### src/rtl/mc_ctrl_pkg.sv
// mc_ctrl_pkg: opcode/func constants, select encodings, state and class types for the multicycle controller
package mc_ctrl_pkg;

    localparam logic [5:0] OP_R_FORM = 6'h00;
    localparam logic [5:0] OP_J      = 6'h02;
    localparam logic [5:0] OP_JAL    = 6'h03;
    localparam logic [5:0] OP_BEQ    = 6'h04;
    localparam logic [5:0] OP_BNE    = 6'h05;
    localparam logic [5:0] OP_ADDI   = 6'h08;
    localparam logic [5:0] OP_ADDIU  = 6'h09;
    localparam logic [5:0] OP_SLTI   = 6'h0A;
    localparam logic [5:0] OP_ANDI   = 6'h0C;
    localparam logic [5:0] OP_ORI    = 6'h0D;
    localparam logic [5:0] OP_XORI   = 6'h0E;
    localparam logic [5:0] OP_LW     = 6'h23;
    localparam logic [5:0] OP_SW     = 6'h2B;

    localparam logic [5:0] FN_SLL  = 6'h00;
    localparam logic [5:0] FN_SRL  = 6'h02;
    localparam logic [5:0] FN_SRA  = 6'h03;
    localparam logic [5:0] FN_JR   = 6'h08;
    localparam logic [5:0] FN_JALR = 6'h09;
    localparam logic [5:0] FN_ADD  = 6'h20;
    localparam logic [5:0] FN_ADDU = 6'h21;
    localparam logic [5:0] FN_SUB  = 6'h22;
    localparam logic [5:0] FN_SUBU = 6'h23;
    localparam logic [5:0] FN_AND  = 6'h24;
    localparam logic [5:0] FN_OR   = 6'h25;
    localparam logic [5:0] FN_XOR  = 6'h26;
    localparam logic [5:0] FN_NOR  = 6'h27;
    localparam logic [5:0] FN_SLT  = 6'h2A;
    localparam logic [5:0] FN_SLTU = 6'h2B;

    localparam logic [1:0] PCSEL_PC4 = 2'd0;
    localparam logic [1:0] PCSEL_BR  = 2'd1;
    localparam logic [1:0] PCSEL_JMP = 2'd2;
    localparam logic [1:0] PCSEL_RS  = 2'd3;

    localparam logic [1:0] WSEL_RT  = 2'd0;
    localparam logic [1:0] WSEL_RD  = 2'd1;
    localparam logic [1:0] WSEL_R31 = 2'd2;

    localparam logic [1:0] WBSEL_ALU = 2'd0;
    localparam logic [1:0] WBSEL_MEM = 2'd1;
    localparam logic [1:0] WBSEL_PC4 = 2'd2;

    typedef enum logic [2:0] {
        S_IDLE = 3'd0,
        S_IF   = 3'd1,
        S_ID   = 3'd2,
        S_EX   = 3'd3,
        S_MEM  = 3'd4,
        S_WB   = 3'd5
    } state_t;

    typedef struct packed {
        logic ralu;
        logic ialu;
        logic lw;
        logic sw;
        logic br;
        logic bne;
        logic j;
        logic jal;
        logic jr;
        logic jalr;
        logic ill;
    } cls_t;

    function automatic logic is_alu_func(input logic [5:0] f);
        return f inside {FN_SLL, FN_SRL, FN_SRA, FN_ADD, FN_ADDU, FN_SUB, FN_SUBU,
                         FN_AND, FN_OR, FN_XOR, FN_NOR, FN_SLT, FN_SLTU};
    endfunction

    function automatic logic is_ialu_op(input logic [5:0] o);
        return o inside {OP_ADDI, OP_ADDIU, OP_SLTI, OP_ANDI, OP_ORI, OP_XORI};
    endfunction

endpackage

### src/rtl/mc_ctrl_dec.sv
// mc_ctrl_dec: maps op/func to a one-hot instruction class
module mc_ctrl_dec
    import mc_ctrl_pkg::*;
(
    input  logic [5:0] op_i,
    input  logic [5:0] func_i,
    output cls_t       cls_o
);

    logic r_form;

    assign r_form = (op_i == OP_R_FORM);

    // Class decode; anything not recognised falls through to illegal
    always_comb begin
        cls_o      = '0;
        cls_o.jr   = r_form && (func_i == FN_JR);
        cls_o.jalr = r_form && (func_i == FN_JALR);
        cls_o.ralu = r_form && is_alu_func(func_i);
        cls_o.ialu = is_ialu_op(op_i);
        cls_o.lw   = (op_i == OP_LW);
        cls_o.sw   = (op_i == OP_SW);
        cls_o.br   = (op_i == OP_BEQ);
        cls_o.bne  = (op_i == OP_BNE);
        cls_o.j    = (op_i == OP_J);
        cls_o.jal  = (op_i == OP_JAL);
        cls_o.ill  = ~|{cls_o.jr, cls_o.jalr, cls_o.ralu, cls_o.ialu, cls_o.lw, cls_o.sw,
                        cls_o.br, cls_o.bne, cls_o.j, cls_o.jal};
    end

endmodule

### src/rtl/mc_ctrl.sv
// mc_ctrl: multicycle MIPS control sequencer (IF/ID/EX/MEM/WB) with memory handshakes and ack timeout
module mc_ctrl
    import mc_ctrl_pkg::*;
#(
    parameter int CNT_W   = 32,
    parameter int TMO_CYC = 255
) (
    input  logic             clk_i,
    input  logic             rst_n_i,
    input  logic             run_i,
    input  logic [5:0]       op_i,
    input  logic [5:0]       func_i,
    input  logic             alu_zero_i,
    input  logic             imem_ack_i,
    input  logic             dmem_ack_i,
    output logic             imem_req_o,
    output logic             dmem_req_o,
    output logic             dmem_we_o,
    output logic             ir_we_o,
    output logic             pc_we_o,
    output logic [1:0]       pc_sel_o,
    output logic             rf_re_o,
    output logic             rf_we_o,
    output logic [1:0]       rf_wsel_o,
    output logic [1:0]       wb_sel_o,
    output logic             alu_src_o,
    output logic             retire_o,
    output logic             exc_ill_o,
    output logic             bus_err_o,
    output logic [CNT_W-1:0] instr_cnt_o
);

    localparam int TMO_W = $clog2(TMO_CYC + 2);

    state_t             state_q, state_d;
    logic [TMO_W-1:0]   tmo_q, tmo_d;
    logic [CNT_W-1:0]   cnt_q, cnt_d;
    cls_t               cls;
    logic               tmo_hit;
    state_t             end_st;

    mc_ctrl_dec u_dec (
        .op_i   (op_i),
        .func_i (func_i),
        .cls_o  (cls)
    );

    assign tmo_hit     = (TMO_CYC != 0) && (tmo_q == TMO_W'(TMO_CYC));
    assign end_st      = run_i ? S_IF : S_IDLE;
    assign instr_cnt_o = cnt_q;

    // Next state and all control outputs, decoded from state, class, acks and alu_zero
    always_comb begin
        state_d    = state_q;
        imem_req_o = 1'b0;
        dmem_req_o = 1'b0;
        dmem_we_o  = 1'b0;
        ir_we_o    = 1'b0;
        pc_we_o    = 1'b0;
        pc_sel_o   = PCSEL_PC4;
        rf_re_o    = 1'b0;
        rf_we_o    = 1'b0;
        rf_wsel_o  = WSEL_RT;
        wb_sel_o   = WBSEL_ALU;
        alu_src_o  = 1'b0;
        retire_o   = 1'b0;
        exc_ill_o  = 1'b0;
        bus_err_o  = 1'b0;
        case (state_q)
            S_IDLE: state_d = run_i ? S_IF : S_IDLE;
            S_IF: begin
                imem_req_o = 1'b1;
                if (imem_ack_i) begin
                    ir_we_o = 1'b1;
                    pc_we_o = 1'b1;
                    state_d = S_ID;
                end else if (tmo_hit) begin
                    bus_err_o = 1'b1;
                    state_d   = S_IDLE;
                end
            end
            S_ID: begin
                rf_re_o   = 1'b1;
                pc_we_o   = cls.j | cls.jal;
                pc_sel_o  = (cls.j | cls.jal) ? PCSEL_JMP : PCSEL_PC4;
                retire_o  = cls.j | cls.jal;
                rf_we_o   = cls.jal;
                rf_wsel_o = cls.jal ? WSEL_R31 : WSEL_RT;
                wb_sel_o  = cls.jal ? WBSEL_PC4 : WBSEL_ALU;
                exc_ill_o = cls.ill;
                state_d   = (cls.j | cls.jal | cls.ill) ? end_st : S_EX;
            end
            S_EX: begin
                alu_src_o = cls.ialu | cls.lw | cls.sw;
                pc_we_o   = (cls.br & alu_zero_i) | (cls.bne & ~alu_zero_i) | cls.jr | cls.jalr;
                pc_sel_o  = (cls.jr | cls.jalr) ? PCSEL_RS : (cls.br | cls.bne) ? PCSEL_BR : PCSEL_PC4;
                rf_we_o   = cls.jalr;
                rf_wsel_o = cls.jalr ? WSEL_RD : WSEL_RT;
                wb_sel_o  = cls.jalr ? WBSEL_PC4 : WBSEL_ALU;
                retire_o  = cls.br | cls.bne | cls.jr | cls.jalr;
                state_d   = retire_o ? end_st : (cls.lw | cls.sw) ? S_MEM : S_WB;
            end
            S_MEM: begin
                dmem_req_o = 1'b1;
                dmem_we_o  = cls.sw;
                if (dmem_ack_i) begin
                    retire_o = cls.sw;
                    state_d  = cls.sw ? end_st : S_WB;
                end else if (tmo_hit) begin
                    bus_err_o = 1'b1;
                    state_d   = S_IDLE;
                end
            end
            S_WB: begin
                rf_we_o   = 1'b1;
                rf_wsel_o = cls.ralu ? WSEL_RD : WSEL_RT;
                wb_sel_o  = cls.lw ? WBSEL_MEM : WBSEL_ALU;
                retire_o  = 1'b1;
                state_d   = end_st;
            end
            default: state_d = S_IDLE;
        endcase
    end

    // Timeout counter restarts when a request phase is entered; retire counter wraps naturally
    always_comb begin
        tmo_d = ((state_d != state_q) && (state_d == S_IF || state_d == S_MEM)) ? '0 :
                ((imem_req_o & ~imem_ack_i) | (dmem_req_o & ~dmem_ack_i)) ? tmo_q + TMO_W'(1) : tmo_q;
        cnt_d = cnt_q + CNT_W'(retire_o);
    end

    // State and counter registers
    always_ff @(posedge clk_i or negedge rst_n_i) begin
        if (!rst_n_i) begin
            state_q <= S_IDLE;
            tmo_q   <= '0;
            cnt_q   <= '0;
        end else begin
            state_q <= state_d;
            tmo_q   <= tmo_d;
            cnt_q   <= cnt_d;
        end
    end

endmodule

### config.mk
export PLATFORM = sky130hd
export DESIGN_NAME = mc_ctrl
export DESIGN_NICKNAME = d
export VERILOG_FILES = /design/src/rtl/mc_ctrl_pkg.sv /design/src/rtl/mc_ctrl_dec.sv /design/src/rtl/mc_ctrl.sv
export SDC_FILE = /design/constraint.sdc
export NUM_CORES = 1
export LEC_CHECK = 0
export BUFFER_PORTS_ARGS = -buffer_cell sky130_fd_sc_hd__buf_2
export CELL_PAD_IN_SITES_DETAIL_PLACEMENT = 0
export CELL_PAD_IN_SITES_GLOBAL_PLACEMENT = 1
export CORE_MARGIN = 5
export CORE_UTILIZATION = 43
export CTS_CLUSTER_SIZE = 24
export DETAILED_ROUTE_END_ITERATION = 7
export PLACE_DENSITY = 0.82
export SLEW_MARGIN = 40
export SYNTH_ARGS = -nofsm -noshare
export SYNTH_HDL_FRONTEND = slang
export SYNTH_SLANG_ARGS = --single-unit
### constraint.sdc
create_clock -name clk_i -period 6.7 [get_ports clk_i]
set_clock_uncertainty 0.15 [all_clocks]
set_input_delay 0.335 -clock clk_i [delete_from_list [all_inputs] [get_ports clk_i]]
set_output_delay 0.335 -clock clk_i [all_outputs]
set_load 0.01 [all_outputs]
==> impl_metrics.json, run 1 <==
{
  "outcome": "finished, final reports clean",
  "r2r_slack_ps": 3430,
  "numClockSinks": 44,
  "syn_nets": 279,
  "setup_viol": 0,
  "first_iter_violations": 98,
  "route.detailed.wl_per_inst_um": 14.3,
  "timing.rr.start": "state_q[0]$_DFF_PN0_",
  "first_pass_iters": 4,
  "yosysWarnings": 0,
  "powerDensity_nw_per_um2": 230,
  "min_from": "instr_cnt_o[31]$_DFF_PN0_",
  "cts_buffer_depth": 2,
  "dieArea_um2": 7570,
  "synth_edf_count": 0,
  "grt_pass1_wl_mm": 9.91,
  "syn2layout_area_growth_pct": 19.3,
  "path_class": "flip-flop to flip-flop",
  "cp-end-kind": "flip-flop",
  "ios": 67,
  "num_antenna_cells": 0,
  "ys_seq_area_share_pct": 43.2,
  "finalHoldViolCount": 0,
  "peakVddDrop_mv": 0.151,
  "pwr-share-seq_pct": 46.8,
  "arrival_ps": 3340,
  "synth_top_area_cell": "dfrtp_1",
  "crit_path_max_fanout": 12,
  "grt_setup_unrepaired": "false",
  "tightest_slew_ps": 791,
  "p_clk_share_pct": 24.1,
  "internal_power_uw": 457,
  "fillers": 551,
  "vias_per_cell": 5.37,
  "mostFrequentLayoutCells": "buf_2, dfrtp_1, nand2_1",
  "period_share_pct": 48.8,
  "htree_levels": 2,
  "cts_made_buffers": 5,
  "max-cap-violations": 0,
  "worst_hold_path.num_cells": 1,
  "ant_nets": 0,
  "slew_headroom_pct": 46.6,
  "path_cells": "or3b_2 -> nor2_1 -> a2111o_1 -> ha_1 -> ha_1 -> inv_1 -> nor4_2 -> nand4_1 -> nor2_1 -> xor2_1",
  "start_util_pct": 43.6,
  "final_common_cell": "buf_2",
  "root_buffer": "clkbuf_8",
  "port_buffers": 66,
  "die_width_um": 87.0,
  "synth_area_leaders": "dfrtp_1, xnor2_1, xor2_1",
  "drc_errors": 0,
  "cts_setup_buffers": 0,
  "grt_pass1_vias": 2032,
  "swShare_pct": 34.7,
  "syn_inst": 257,
  "drt-total-wl_mm": 5.69,
  "critPathSlowestCell": "or3b_2",
  "setup_tns_ps": 0,
  "drive_gt1_share_pct": 26.5,
  "reg2reg_depth": 10,
  "gp_congestion": 0.790,
  "critical_path.max_stage_delay_ps": 530,
  "cts_tree": "yes",
  "clk_latency_ps": 290,
  "start_kind": "flip-flop",
  "slew_viol_final": 0,
  "finish.net_count": 345,
  "clk_pin_slew_ps": 80,
  "core-area_um2": 5850,
  "syn_avg_cell_area_um2": 9.92,
  "period_minus_slack_ps": 3270,
  "hold_class": "flip-flop to flip-flop",
  "overflow": 0,
  "critPathRequiredTime_ps": 6770,
  "power_uw": 699,
  "track_usage_pct": 16.3,
  "leakagePower_uw": 0.00154,
  "combinationalPowerShare_pct": 29.0,
  "r2r_end": "instr_cnt_o[28]$_DFF_PN0_",
  "synthDistinctLibCells": 46,
  "p_switching_uw": 243,
  "grt_max_degree": 45,
  "antenna_found_initial": 0,
  "ys_async_sr_fraction_pct": 100,
  "synth_top_area_share_pct": 43.2,
  "rows": 28,
  "vias": 2142,
  "fmax_mhz": 306,
  "synth_flop_cell": "dfrtp_1",
  "synth-seq-cells": 44,
  "min_to": "instr_cnt_o[31]$_DFF_PN0_",
  "die_y_um": 87.0,
  "syn-cell-area_um2": 2550,
  "dp_hpwl_mm": 4.36
}
==> routing by layer <==
metal	part of all wire [%]	up-vias	wire length, um	GRT usage, %
met3	5.4	6	307	3.69
met2	47	47	2660	25.8
met5	0	-	0	0
li1	-	1059	-	-
met4	0.67	0	38	2.97
met1	47	1030	2680	22.9
==> power groups by stage <==
stage / sequential [uW] / clock [uW] / combinational (uW)
floorplan: 324 / 0 / 151
detailed placement: 332 / 0 / 204
global placement: 331 / 0 / 202
finish: 328 / 169 / 203
global route: 333 / 187 / 225
CTS: 326 / 174 / 205
==> state kept, by name (all words and copies together), names as in the netlist <==
signal and flops:
state_q 3, tmo_q 9, instr_cnt_o 32
==> stage by stage <==
step	instance area, um2	instances	setup WS (ps)	utilization (%)	hold WS (ps)
after floorplan	2550	257	3440	-	-111
after global placement	2930	389	3080	50.0	310
after detailed placement	2930	389	2950	50.0	209
after CTS	3030	398	3110	51.8	322
after global routing	3040	399	3120	52.0	332
final	3040	399	3430	52.0	321
==> what timing repair did <==
action | 4_1_cts | 5_1_grt
gates resized for setup | 0 | 0
hold endpoints to repair | 44 | 0
hold buffers | 1 | 0
==> area by class of cell <==
cell class / instances / area (um2) / share of cell area [%]
clock buffers: 8 / 90.1 / 2.96
inverters: 12 / 45.0 / 1.48
multi-input cells: 192 / 1370 / 44.9
flip-flops and latches: 44 / 1100 / 36.2
well taps: 75 / 93.8 / 3.08
repair buffers: 68 / 348 / 11.4
==> critical path: cells and delay by family (launching register included) <==
| family | cells | cell delay, ps |
|---|---|---|
| xor+xnor | 1 | 160 |
| flops | 1 | 500 |
| buf+inv | 1 | 90 |
| simple gates | 5 | 1740 |
| fa+ha+maj | 2 | 410 |
| compound gates | 1 | 160 |
==> cell families after synthesis <==
logic type                 count (synthesis)  share of synthesized area (%)
and+or+nand+nor                          114                           25.6
DFF                                       44                           43.2
xor gates and xnor gates                  38                           13.1
AOI/OAI and AO/OA                         35                           12.1
buffers and inverters                     21                           3.68
adders and majority gates                  4                           1.96
muxes                                      1                          0.393
==> synth_stat cells (all sizes together) (2+ instances only) <==
cell type,instances
a211oi,3
nand2b,6
and4,5
o211ai,2
inv,12
o211a,2
nor4,3
xor2,17
nor2,16
and3,5
o21ai,4
and2,5
a41oi,9
xnor2,21
nor3,7
nand3b,2
nor2b,3
nand3,10
clkbuf,4
nand4,15
buf,5
or3b,4
nand2,24
dfrtp,44
ha,4
or3,2
a21oi,4
o41ai,2
nor3b,3
o32ai,2
==> how the worst max path moves through the flow <==
| stage | endpoint | from | slack [ps] | cells past startpoint |
|---|---|---|---|---|
| floorplan | instr_cnt_o[26]$_DFF_PN0_ | op_i[4] | 3440 | 13 |
| global placement | instr_cnt_o[26]$_DFF_PN0_ | func_i[2] | 3080 | 12 |
| detailed placement | instr_cnt_o[28]$_DFF_PN0_ | func_i[2] | 2950 | 12 |
| CTS | instr_cnt_o[28]$_DFF_PN0_ | state_q[0]$_DFF_PN0_ | 3110 | 10 |
| global route | instr_cnt_o[28]$_DFF_PN0_ | state_q[0]$_DFF_PN0_ | 3120 | 10 |
| finish | instr_cnt_o[28]$_DFF_PN0_ | state_q[0]$_DFF_PN0_ | 3430 | 10 |
No activity file was read; power rests on OpenSTA's default activity.
==> run 2, diff against run 1 <==
--- a/config.mk
+++ b/config.mk
@@ -9,10 +9,10 @@
 export CELL_PAD_IN_SITES_DETAIL_PLACEMENT = 0
 export CELL_PAD_IN_SITES_GLOBAL_PLACEMENT = 1
 export CORE_MARGIN = 5
-export CORE_UTILIZATION = 43
+export CORE_UTILIZATION = 36
 export CTS_CLUSTER_SIZE = 24
 export DETAILED_ROUTE_END_ITERATION = 7
-export PLACE_DENSITY = 0.82
+export PLACE_DENSITY = 0.73
 export SLEW_MARGIN = 40
 export SYNTH_ARGS = -nofsm -noshare
 export SYNTH_HDL_FRONTEND = slang
==> constraint.sdc (replaced) <==
create_clock -name clk_i -period 2.9 [get_ports clk_i]
set_clock_uncertainty 0.15 [all_clocks]
set_input_delay 0.145 -clock clk_i [delete_from_list [all_inputs] [get_ports clk_i]]
set_output_delay 0.145 -clock clk_i [all_outputs]
set_load 0.01 [all_outputs]
==> impl_metrics.json, run 2 (synthesis gave the netlist of run 1 again) <==
{
  "outcome": "finished, final reports clean",
  "hold_class": "input port to flip-flop",
  "regArea_um2": 1100,
  "dp_hpwl_mm": 4.50,
  "cts_buffer_depth": 2,
  "drive_gt1_share_pct": 30.1,
  "first_iter_violations": 104,
  "period_share_pct": 93.7,
  "min_from": "dmem_ack_i",
  "rows": 30,
  "pre_cts_slack_ps": 65.0,
  "start_kind": "flip-flop",
  "slew_viol_final": 0,
  "gp_congestion": 0.763,
  "drc_errors": 0,
  "start_util_pct": 37.3,
  "r2r_slack_ps": 180,
  "peakVddDrop_mv": 0.253,
  "crit_path_max_fanout": 11,
  "grt_pass1_wl_mm": 10.2,
  "critical_path.max_stage_delay_ps": 430,
  "critPathBufInv": 4,
  "num_antenna_cells": 0,
  "powerDensity_nw_per_um2": 541,
  "largest_reg_flops": 32,
  "r2r_end": "instr_cnt_o[14]$_DFF_PN0_",
  "htree_levels": 2,
  "timing.hold.ws_ps": 176,
  "grt_pass1_vias": 2185,
  "path_delay_family": "simple AND/OR/NAND/NOR gates",
  "timing.rr.start": "state_q[0]$_DFF_PN0_",
  "core-area_um2": 6830,
  "period_minus_slack_ps": 2720,
  "slew_headroom_pct": 47.8,
  "dieArea_um2": 8870,
  "cp-end-kind": "flip-flop",
  "antenna_found_initial": 0,
  "setup_viol": 0,
  "fmax_mhz": 368,
  "cp-startpoint": "state_q[0]$_DFF_PN0_",
  "clk_latency_ps": 290,
  "route.detailed.wl_per_inst_um": 13.5,
  "final_common_cell": "buf_2",
  "die_y_um": 94.2,
  "track_usage_pct": 14.2,
  "ios": 67,
  "worst_hold_path.num_cells": 3,
  "numClockSinks": 44,
  "multi_input_area_um2": 1370,
  "first_pass_iters": 4,
  "critPathRequiredTime_ps": 2930,
  "ctsResizeCount": 0,
  "root_buffer": "clkbuf_8",
  "tightest_slew_ps": 774,
  "die_width_um": 94.2,
  "fin_ws_ps": 182,
  "path_class": "flip-flop to flip-flop",
  "finalHoldViolCount": 0,
  "cts_tree": "yes",
  "fillers": 699,
  "overflow": 0,
  "critPathSlowestCell": "a2111o_1",
  "finish.net_count": 360,
  "place_inst": 425,
  "vias": 2193,
  "ant_nets": 0,
  "port_buffers": 66,
  "clk_pin_slew_ps": 80,
  "grt_setup_unrepaired": "false",
  "setup_tns_ps": 0,
  "cts_made_buffers": 5,
  "vias_per_cell": 5.04,
  "drt-total-wl_mm": 5.89,
  "arrival_ps": 2750,
  "reg2reg_depth": 12,
  "syn2layout_area_growth_pct": 25.9,
  "leakagePower_uw": 0.00162,
  "mostFrequentLayoutCells": "buf_2, dfrtp_1, nand2_1",
  "instances_no_fill": 435,
  "grt_max_degree": 45,
  "min_to": "instr_cnt_o[0]$_DFF_PN0_",
  "path_cells": "buf_4 -> nand2b_1 -> inv_1 -> and2_1 -> a2111o_1 -> ha_1 -> ha_1 -> inv_1 -> nor4_4 -> buf_4 -> and4_1 -> xor2_1",
  "max-cap-violations": 0
}
run 2: how the worst max path moves through the flow:
| stage | cells past startpoint | slack, ps | to |
|---|---|---|---|
| after floorplan | 11 | 0.2 | instr_cnt_o[30]$_DFF_PN0_ |
| after global placement | 10 | 130 | instr_cnt_o[30]$_DFF_PN0_ |
| after detailed placement | 10 | 60 | instr_cnt_o[26]$_DFF_PN0_ |
| after CTS | 10 | 40 | instr_cnt_o[26]$_DFF_PN0_ |
| after global routing | 10 | 4 | instr_cnt_o[26]$_DFF_PN0_ |
| final | 12 | 180 | instr_cnt_o[14]$_DFF_PN0_ |
run 2: power by group:
part / switching (uW) / leakage (uW) / total (uW) / internal [uW]
Combinational: 320 / 0.000971 / 547 / 227
Sequential: 54.3 / 0.000598 / 726 / 672
Clock: 207 / 0.0000541 / 462 / 255
Total: 582 / 0.00162 / 1740 / 1150
run 2: what timing repair did:
action | 4_1_cts | 5_1_grt
hold buffers | 1 | 0
endpoints found under the setup margin | 0 | 6
setup buffers | 0 | 1
endpoints found under the hold margin | 44 | 0
run 2: metal layers:
| layer | up-vias | GRT usage, % | wire length (um) |
|---|---|---|---|
| li1 | 1092 | - | - |
| met1 | 1055 | 20.0 | 2880 |
| met2 | 42 | 22.3 | 2700 |
| met3 | 4 | 3.04 | 254 |
| met4 | 0 | 2.89 | 46 |
| met5 | - | 0 | 0 |
run 2: layout make-up:
cell class,instances,share of cell area [%]
Multi-Input combinational cell,192,42.7
Inverter,12,1.40
Tap cell,96,3.74
Sequential cell,44,34.3
Timing Repair Buffer,83,14.4
Clock inverter,3,1.33
Clock buffer,5,2.14
run 2: stage by stage:
stage	cell area, um2	power, uW	utilization (%)
floorplan	2560	1100	-
global route	3210	1850	47.0
detailed placement	3080	1290	45.1
CTS	3200	1760	46.9
global placement	3080	1280	45.1
finish	3210	1740	47.0
run 2: worst min-delay path, stage by stage:
cell and delay [ps]:
buf_2 150, a2111o_1 170, ha_1 130
==> run 3, diff against run 2 <==
--- a/config.mk
+++ b/config.mk
@@ -5,14 +5,15 @@
 export SDC_FILE = /design/constraint.sdc
 export NUM_CORES = 1
 export LEC_CHECK = 0
-export BUFFER_PORTS_ARGS = -buffer_cell sky130_fd_sc_hd__buf_2
+export ABC_AREA = 1
 export CELL_PAD_IN_SITES_DETAIL_PLACEMENT = 0
 export CELL_PAD_IN_SITES_GLOBAL_PLACEMENT = 1
 export CORE_MARGIN = 5
-export CORE_UTILIZATION = 36
+export CORE_UTILIZATION = 42
 export CTS_CLUSTER_SIZE = 24
 export DETAILED_ROUTE_END_ITERATION = 7
-export PLACE_DENSITY = 0.73
+export DONT_BUFFER_PORTS = 1
+export PLACE_DENSITY = 0.72
 export SLEW_MARGIN = 40
 export SYNTH_ARGS = -nofsm -noshare
 export SYNTH_HDL_FRONTEND = slang
==> impl_metrics.json, run 3 <==
{
  "outcome": "finished, final reports clean",
  "numClockSinks": 44,
  "grt_pass1_wl_mm": 9.97,
  "reg2reg_depth": 16,
  "powerDensity_nw_per_um2": 591,
  "p_clk_share_pct": 21.5,
  "core-area_um2": 6310,
  "slew_viol_final": 0,
  "p_switching_uw": 719,
  "synthDistinctLibCells": 36,
  "gp_congestion": 0.811,
  "syn_nets": 330,
  "syn_inst": 308,
  "overflow": 0,
  "start_kind": "flip-flop",
  "fmax_mhz": 368,
  "hold_class": "input port to flip-flop",
  "drt-total-wl_mm": 5.75,
  "r2r_end": "instr_cnt_o[28]$_DFF_PN0_",
  "first_pass_iters": 4,
  "dieArea_um2": 8130,
  "largest_reg_flops": 32,
  "antenna_found_initial": 0,
  "vias": 2001,
  "first_iter_violations": 126,
  "setup_viol": 0,
  "cp.depth": 16,
  "syn_avg_cell_area_um2": 8.76,
  "combinationalPowerShare_pct": 36.6,
  "synth_top_area_cell": "dfrtp_1",
  "ys_async_sr_fraction_pct": 100,
  "dp_hpwl_mm": 4.45,
  "r2r_slack_ps": 180,
  "die_y_um": 90.1,
  "path_cells": "inv_2 -> nor2_1 -> nand2_2 -> o2111ai_2 -> ha_2 -> ha_4 -> nand3_4 -> nor2_4 -> nand2_4 -> nor2_4 -> nand2_2 -> nor2_4 -> nand4_4 -> nor2_4 -> nand3_2 -> xnor2_2",
  "timing.hold.ws_ps": 42.7,
  "cts_tree": "yes",
  "route.detailed.wl_per_inst_um": 14.0,
  "drc_errors": 0,
  "arrival_ps": 2750,
  "grt_max_degree": 45,
  "tightest_slew_ps": 404,
  "critPathSlowestCell": "dfrtp_1",
  "rows": 29,
  "final_common_cell": "nand2_1",
  "track_usage_pct": 14.6,
  "cp-startpoint": "state_q[0]$_DFF_PN0_",
  "finish.net_count": 354,
  "crit_path_max_fanout": 5,
  "period_minus_slack_ps": 2720,
  "regArea_um2": 1100,
  "clk_latency_ps": 290,
  "path_class": "flip-flop to flip-flop",
  "postPlaceCellArea_um2": 2910,
  "cp-end-kind": "flip-flop",
  "grt_pass1_vias": 2011,
  "period_share_pct": 93.6,
  "critPathBufInv": 1,
  "finalInstanceArea_um2": 3100,
  "syn2layout_area_growth_pct": 14.7,
  "syn-cell-area_um2": 2700,
  "ys_seq_area_share_pct": 40.8,
  "port_buffers": 0,
  "drive_gt1_share_pct": 27.0,
  "root_buffer": "clkbuf_8",
  "num_antenna_cells": 0,
  "synth_area_leaders": "dfrtp_1, nand2_1, xor2_1",
  "multi_input_area_um2": 1500,
  "clk_pin_slew_ps": 80,
  "leakagePower_uw": 0.00153,
  "internal_power_uw": 1110,
  "timing.rr.start": "state_q[0]$_DFF_PN0_",
  "power_uw": 1830,
  "ant_nets": 0,
  "cp-endpoint": "instr_cnt_o[28]$_DFF_PN0_",
  "synth-seq-cells": 44,
  "finalHoldViolCount": 0,
  "slew_headroom_pct": 72.8,
  "synth_flop_cell": "dfrtp_1",
  "cp_common_cell": "nor2_4",
  "start_util_pct": 42.7,
  "fillers": 657,
  "yosysWarnings": 0,
  "swShare_pct": 39.3,
  "die_width_um": 90.1,
  "grt_setup_unrepaired": "false",
  "pwr-share-seq_pct": 41.9,
  "mostFrequentLayoutCells": "nand2_1, dfrtp_1, inv_1",
  "ios": 67,
  "peakVddDrop_mv": 0.393,
  "vias_per_cell": 4.88,
  "cts_made_buffers": 5,
  "synth_most_common_cell": "nand2_1",
  "max-cap-violations": 0,
  "critical_path.max_stage_delay_ps": 480,
  "synthTopCellsByCount": "nand2_1, dfrtp_1, inv_1",
  "synth_top_area_share_pct": 40.8,
  "htree_levels": 2,
  "cts_buffer_depth": 2,
  "synth_edf_count": 0,
  "path_delay_family": "simple AND/OR/NAND/NOR gates",
  "setup_tns_ps": 0,
  "critPathRequiredTime_ps": 2930
}
[run 3: cell count changes in the layout (fill, tap and decap cells not counted), sizes merged, moves of 4 or more]
cell / previous run / this run
a41oi: 9 / 0
and2: 5 / 0
and4: 5 / 0
buf: 82 / 16
inv: 12 / 39
nand2: 24 / 66
nand2b: 6 / 0
nand3: 10 / 24
nand4: 15 / 6
nor2: 16 / 58
or3b: 4 / 0
xnor2: 21 / 12
xor2: 17 / 23
[run 3: logic make-up after synthesis]
kind of cell,count (synthesis),synth area share (%)
fa+ha+maj,4,1.86
flops,44,40.8
mux,1,0.371
xor+xnor,35,11.4
buf+inv,40,5.61
simple gates,166,35.3
compound gates,18,4.64
[run 3: what timing repair did]
item,4_1_cts,5_1_grt
hold buffers,3,0
setup endpoints to repair,0,7
setup buffers,0,4
resized for setup,0,3
endpoints found under the hold margin,45,0
[run 3: how the worst min path moves through the flow]
stage,from,endpoint,slack [ps],cells after the start
floorplan,rst_n_i,instr_cnt_o[0]$_DFF_PN0_,-300,0
global placement,rst_n_i,state_q[2]$_DFF_PN0_,-300,0
detailed placement,rst_n_i,state_q[2]$_DFF_PN0_,-300,0
CTS,dmem_ack_i,state_q[0]$_DFF_PN0_,40,5
global route,dmem_ack_i,state_q[0]$_DFF_PN0_,80,5
finish,dmem_ack_i,state_q[0]$_DFF_PN0_,40,5
[run 3: power by group through the flow]
stage / logic [uW] / registers [uW] / clock network, uW
after floorplan: 525 / 765 / 0
after global placement: 654 / 778 / 0
after detailed placement: 651 / 779 / 0
after CTS: 674 / 768 / 405
after global routing: 754 / 774 / 436
final: 671 / 766 / 394
[run 3: layer usage]
metal  GRT usage, %  share of wire [%]
met1           20.6                 48
met2           21.7                 45
met3           4.84                6.1
met4           2.98               0.49
met5              0                  0
[run 3: tightest hold or removal path, cell delays in order]
cell,delay [ps]
nand3_1,60
nand2_1,70
nand2_1,80
nor2_2,50
nand2_1,50
[run 3: stage by stage]
stage          util [%]  cells  worst slack, ps
2_1_floorplan         -    308             10.8
3_3_place_gp       46.1    395              123
3_5_place_dp       46.1    395             53.0
4_1_cts            48.3    406             39.3
5_1_grt            49.0    410             3.43
6_report           49.0    410              184
[run 3: final cells by class]
type / instances / share of cell area, %
multi-input cells: 224 / 48.4
flip-flops and latches: 44 / 35.6
repair buffers: 18 / 5.17
inverters: 39 / 4.73
well taps: 77 / 3.11
clock buffers: 6 / 2.67
clock inverters: 2 / 0.323
